File: src/rtl/common_pkg.sv
// common: cbus request/response types and the MLEN/MSIZE/AXI_BURST encodings shared
// by the cache-side blocks (caches, arbiters, cbus-to-AXI bridge).
package common;
  typedef logic [2:0] msize_t;
  localparam msize_t MSIZE1 = 3'd0;
  localparam msize_t MSIZE2 = 3'd1;
  localparam msize_t MSIZE4 = 3'd2;
  localparam msize_t MSIZE8 = 3'd3;
  typedef logic [3:0] mlen_t;
  localparam mlen_t MLEN1  = 4'd0;
  localparam mlen_t MLEN2  = 4'd1;
  localparam mlen_t MLEN4  = 4'd3;
  localparam mlen_t MLEN8  = 4'd7;
  localparam mlen_t MLEN16 = 4'd15;
  typedef logic [1:0] axi_burst_t;
  localparam axi_burst_t AXI_BURST_FIXED = 2'd0;
  localparam axi_burst_t AXI_BURST_INCR  = 2'd1;
  localparam axi_burst_t AXI_BURST_WRAP  = 2'd2;
  typedef struct packed {
    logic        valid;
    logic        is_write;
    msize_t      size;
    logic [31:0] addr;
    logic [7:0]  strobe;
    logic [63:0] data;
    mlen_t       len;
    axi_burst_t  burst;
  } cbus_req_t;
  typedef struct packed {
    logic        ready;
    logic        last;
    logic [63:0] data;
  } cbus_resp_t;
  // Grant index wide enough for the largest arbiter; narrower arbiters truncate.
  localparam int ARB_MAX_INPUTS = 8;
  typedef logic [$clog2(ARB_MAX_INPUTS)-1:0] arb_idx_t;
endpackage

File: src/rtl/cbus_arbiter_rr_priority_encoder.sv
// rr_priority_encoder: first set bit of valid scanning from ptr upward, modulo N.
module rr_priority_encoder #(
  parameter int N = 2,
  parameter int IW = $clog2(N)
) (
  input  logic [N-1:0]  valid,
  input  logic [IW-1:0] ptr,
  output logic          found,
  output logic [IW-1:0] idx
);
  logic [2*N-1:0] dbl;
  logic [N-1:0]   rot;
  logic [IW-1:0]  off;
  logic [IW:0]    sum;
  always_comb begin
    dbl = {valid, valid} >> ptr;
    rot = dbl[N-1:0];
    off = '0;
    for (int k = N-1; k >= 0; k--) if (rot[k]) off = IW'(k);
    sum = {1'b0, ptr} + {1'b0, off};
    found = |valid;
    idx = sum >= (IW+1)'(N) ? IW'(sum - (IW+1)'(N)) : sum[IW-1:0];
  end
endmodule

File: src/rtl/cbus_arbiter.sv
// cbus_arbiter: round-robin arbiter granting one cbus master a whole burst (until
// ready && last) and routing the memory-side response back to that master only.
module cbus_arbiter
  import common::*;
#(
  parameter int NUM_INPUTS = 2
) (
  input  logic       clk,
  input  logic       reset,
  input  cbus_req_t  ireqs [NUM_INPUTS],
  output cbus_resp_t iresps [NUM_INPUTS],
  output cbus_req_t  oreq,
  input  cbus_resp_t oresp
);
  localparam int IW = $clog2(NUM_INPUTS);
  typedef logic [IW-1:0] idx_t;
  typedef enum logic {IDLE, BUSY} state_t;
  state_t state;
  idx_t sel, ptr, win;
  logic found;
  logic [NUM_INPUTS-1:0] valid;
  always_comb begin
    valid = '0;
    for (int i = 0; i < NUM_INPUTS; i++) valid[i] = ireqs[i].valid;
  end
  rr_priority_encoder #(.N(NUM_INPUTS)) u_enc (
    .valid(valid),
    .ptr(ptr),
    .found(found),
    .idx(win)
  );
  always_ff @(posedge clk) begin
    if (reset) begin
      state <= IDLE;
      sel <= '0;
      ptr <= '0;
    end else if (state == IDLE) begin
      if (found) begin
        sel <= win;
        state <= BUSY;
      end
    end else if (oresp.ready && oresp.last) begin
      state <= IDLE;
      ptr <= sel == idx_t'(NUM_INPUTS-1) ? '0 : sel + idx_t'(1);
    end
  end
  // Request and response paths are pure muxes so beats see no added latency.
  always_comb begin
    oreq = state == BUSY ? ireqs[sel] : '0;
    for (int i = 0; i < NUM_INPUTS; i++)
      iresps[i] = (state == BUSY && sel == idx_t'(i)) ? oresp : '0;
  end
  // A granted master must keep valid up to and including its ready && last beat.
  a_hold_valid: assert property (@(posedge clk) disable iff (reset)
    state == BUSY |-> ireqs[sel].valid);
endmodule

File: config.mk
export PLATFORM = sky130hd
export DESIGN_NAME = cbus_arbiter
export DESIGN_NICKNAME = d
export VERILOG_FILES = /design/src/rtl/common_pkg.sv /design/src/rtl/cbus_arbiter_rr_priority_encoder.sv /design/src/rtl/cbus_arbiter.sv
export SDC_FILE = /design/constraint.sdc
export NUM_CORES = 1
export LEC_CHECK = 0
export CAP_MARGIN = 20
export CORE_AREA = 2 2 215 217
export DETAILED_ROUTE_END_ITERATION = 7
export DIE_AREA = 0 0 217 219
export PLACE_DENSITY = 0.41
export RECOVER_POWER = 100
export SLEW_MARGIN = 10
export SYNTH_ARGS = -nofsm -noshare
export SYNTH_HDL_FRONTEND = slang
export SYNTH_HIERARCHICAL = 1
export SYNTH_SLANG_ARGS = --single-unit
File: constraint.sdc
create_clock -name clk -period 2.9 [get_ports clk]
set_clock_uncertainty 0.1 [all_clocks]
set_input_delay 0.29 -clock clk [delete_from_list [all_inputs] [get_ports clk]]
set_output_delay 0.29 -clock clk [all_outputs]
set_load 0.1 [all_outputs]
# After elaboration in Yosys (flattened, before gate mapping)

Index checks and enable logic that the tools add are counted.

Bits of input ports: 298
Word-level logic and storage cells: 31
Output and inout bits: 247
Flip-flop bits (word level): 3

Add/subtract/negate cells: 3
Order comparisons: 2
Bitwise operators: 3
Reductions and logical operators: 6
Multiplexer cells: 13
Shift-type cells: 1

Operator list:

| kind                                                     | count |
|---|---|
| two-way mux 115 bit                                      | 4 |
| two-way mux 66 bit                                       | 2 |
| two-way mux 1 bit                                        | 7 |
| greater-or-equal comparator 2 bit, second input constant | 2 |
| AND reduction 2 bit                                      | 2 |
| right shift 4 x 1 -> 2 bit                               | 1 |
| logical AND 1 bit                                        | 3 |
| adder 1 x 1 -> 2 bit                                     | 1 |
| NOT 1 bit                                                | 2 |
| NOT 1 -> 2 bit                                           | 1 |
| OR reduction 2 bit                                       | 1 |
| adder 1 bit, second input constant                       | 1 |
| subtractor 1 bit, second input constant                  | 1 |

# Longest topological paths before layout

Depth after elaboration: 6
Gate-level depth with buffers: 5
Depth with buffers taken out: 4

# Cells and area by module

Netlist, hierarchy kept.

By module, submodules not included:

| module              | sequential area each (µm²) | instances | cells an instance | area an instance (µm²) |
|---|---|---|---|---|
| cbus_arbiter        | 60.1                       | 1         | 422               | 3258.1 |
| rr_priority_encoder | 0.0                        | 1         | 4                 | 18.8 |

# Least setup slack after synthesis

Ideal clock, no wire load.

Kind: flip-flop to output port
From: register sel
To: output oreq[100] (netlist name)
Buffers on the path: 3
Setup slack: 333 ps
Stages on the path, launching flop included: 6
Arrival: 2177 ps
Required time: 2510 ps
Cell sequence: dfxtp_1 buf_4 buf_12 buf_12 mux2i_1 nor2b_1

RTL lines:

| what                   | line               | text |
|---|---|---|
| from (decl)            | cbus_arbiter.sv:19 | `idx_t sel, ptr, win;` |
| from (signal assigned) | cbus_arbiter.sv:39 | `sel <= win;` |
| to (decl)              | cbus_arbiter.sv:12 | `output cbus_req_t oreq,` |

==> key figures <==
Route
  – Wirelength per Cell: ~15 um
  – DRC viols: 0
  – Final WL: 22,600 um
  – TritonRoute pass-1 iters: 4
  – Routed vias: 4,925
  – Detailed Route Iter0 Violations: 121
  – DR vias/cell: 3.20
  – ANT nets after route: 0

Layout
  – Nets: between 1,000 and 1,500
  – Final core utilization: 20.3%
  – Area delta synth->final: 179%
  – Share of layout cells above drive strength 1: 25.5%
  – Finished Layout Cells: 1,538

Clock network
  – Max clock buf depth: 2
  – # clock sinks: 3
  – Number of buffers created by CTS: 3
  – CTS tree: built
  – Post-CTS Resized: 0
  – Clk slew on worst S/H paths: approximately 0.030 ns
  – Hold-fix buffers, CTS: 0
  – Post-CTS setup buffer count: 0
  – CTS root buf: clkbuf_16
  – Clk_lat worst skew: between 0.2 and 0.25 ns
  – # H-tree levels: 1

Synthesis
  – Synthesized area per cell: slightly below 8 um^2
  – Count of cell types in the netlist: 20
  – Sequential area share after synthesis: 1.83%
  – Synth area leader: mux2i_1
  – Yosys warns: 6
  – Post-synth EDFFs: 0
  – Async SR Flop Fraction: 0%
  – Post-Syn Area: 3280 um^2
  – Share of the synthesized area in the top cell type: 35.4%
  – Synth top area cells: mux2i_1, nor2b_1, and2_1, and3_1, buf_12
  – Commonest cells post-synth: mux2i_1, nor2b_1, and2_1, and3_1, clkbuf_1
  – Post-Synthesis Cells: 426
  – Top FF cell, synth: dfxtp_1
  – Post-Syn Nets: 724
  – #FFs+latches synth: 3

Floorplanning
  – Die X: 217 um
  – Core area: about 45,000 um^2
  – Initial Util: 7.27%
  – DIE AREA: 47,500 um^2
  – Num ports: 545
  – Row count: 78
  – Die H: 219 um

Worst setup path
  – Crit. Startpoint: sel
  – Crit path to: oreq[23]
  – Reg-to-Reg End: ptr
  – CP arrival: 2.14 ns
  – CP Data Required Time: approximately 2.5 ns
  – Worst reg2reg startpoint: sel
  – CP Capture Type: primary output
  – Reg2Reg Depth: 3
  – CP max FO: 42
  – R2R setup slack: roughly 1.3 ns
  – CP Class: reg -> out
  – Startpoint class of the critical path: register

STA
  – Least-Margin Pin Slew: 1.19 ns
  – RSZ-0062 raised after global routing: no
  – Min cycle time layout: 2.53 ns
  – TNS Setup: 0 ns
  – Setup WS post-layout: 0.372 ns
  – # setup viols final: 0
  – Hold Vio Cnt, Final: 0
  – Crit share post-route: 87.2%
  – Fin. max-slew vios: 0
  – Relative slew slack: 20.8%
  – Maximum clock frequency: 396 MHz

GRT
  – All-Layer GR Usage: ~8.6%
  – Congestion Overflow GR: 0
  – First-pass GRT wire length: roughly 32,000 um
  – Number of global-route vias before repair: 5,020
  – Initial antenna violation count: 3
  – Largest net degree at the start of global routing: 106

Placed design
  – Final Wtd Congestion: approximately 0.76
  – I/O Buffers: around 540
  – Setup WS pre-CTS: between 0.7 and 0.8 ns
  – HPWL after detailed placement: 19,400 um
  – DP Cell Count: around 1,500

Flow run
  – Max-cap violation count: 0

Power
  – Peak supply drop: 0.213 mV
  – Leakage power: 3.81 nW
  – Final Power: 0.00296 W
  – PwrDens: roughly 320 nW/um^2

Worst hold path
  – Hold Path Depth: 2
  – Worst hold start: ptr
  – Tightest Hold Check Type: reg -> reg

Status
  – Status: finished, final reports clean
[through the flow]
stage                     cell area [um^2]  hold WS (ns)
after detailed placement              9820         0.404
after floorplan                       3280         0.262
final                                 9140         0.409
after global routing                  9140         0.480
after CTS                             9900         0.416
after global placement                9820         0.405
[worst min path at each step]
| stage | to | slack (ns) |
|---|---|---|
| 3_5_place_dp | ptr | 0.40 |
| 4_1_cts | ptr | 0.42 |
| 5_1_grt | ptr | 0.48 |
| 6_report | ptr | 0.41 |
| 3_3_place_gp | ptr | 0.40 |
| 2_1_floorplan | sel | 0.26 |
[routing by layer]
layer / vias to the layer above / track usage (%) / routed length [um] / part of all wire, %
met4: 2 / 1.19 / 165 / 0.73
met3: 12 / 2.19 / 2360 / 10
met2: 311 / 17.5 / 12300 / 54
li1: 2456 / - / - / -
met5: - / 0 / 9 / 0.040
met1: 2144 / 8.88 / 7760 / 34
[layout by cell type, fill, tap and decap left out]
cell type | Yosys | routed
and2_0 | 0 | 65
clkdlybuf4s50_1 | 0 | 296
clkbuf_1 | 15 | 19
diode_2 | 0 | 1
a311oi_1 | 1 | 1
buf_4 | 6 | 10
buf_12 | 11 | 77
nor2b_4 | 0 | 1
and3_1 | 66 | 66
dfxtp_4 | 0 | 2
buf_1 | 0 | 2
dlygate4sd3_1 | 0 | 1
o21ai_1 | 1 | 1
nand2_1 | 1 | 1
and2_1 | 66 | 1
a31oi_1 | 1 | 1
a41o_1 | 1 | 1
mux2i_1 | 116 | 116
dfxtp_1 | 3 | 1
nor2_1 | 4 | 4
nor2b_1 | 116 | 116
or2_1 | 1 | 1
clkbuf_2 | 2 | 146
dlymetal6s2s_1 | 0 | 5
clkbuf_16 | 0 | 3
[cells by family after synthesis]
| logic type | count (synthesis) | synth area share, % |
|---|---|---|
| AOI/OAI and AO/OA | 4 | 0.916 |
| buffers and inverters | 48 | 13.4 |
| muxes | 116 | 35.4 |
| and+or+nand+nor | 255 | 48.4 |
| DFF | 3 | 1.83 |
[flip-flops by register name, indices dropped and copies added (netlist names)]
signal  flops
ptr         1
sel         1
state       1
[power by group]
part	switching [W]	internal, W	leakage (nW)
clock network	0.0000363	0.000181	0.0382
logic	0.00182	0.000867	3.75
registers	0.0000120	0.0000441	0.0259
total	0.00187	0.00109	3.81
[worst max-delay path, cell delays in order (launching register included)]
cell and delay (ns):
dfxtp_4 0.58, buf_12 0.30, mux2i_1 0.13, nor2b_1 0.11, dlymetal6s2s_1 0.76
[layout make-up]
cell class,count,area (um^2)
fill,5054,35900
clock buffer,4,78.8
sequential,3,67.6
timing repair buffer,555,5460
tap,600,751
antenna,1,2.50
multi-input combinational,375,2780
Note: power is estimated with default switching activity, not from simulation.
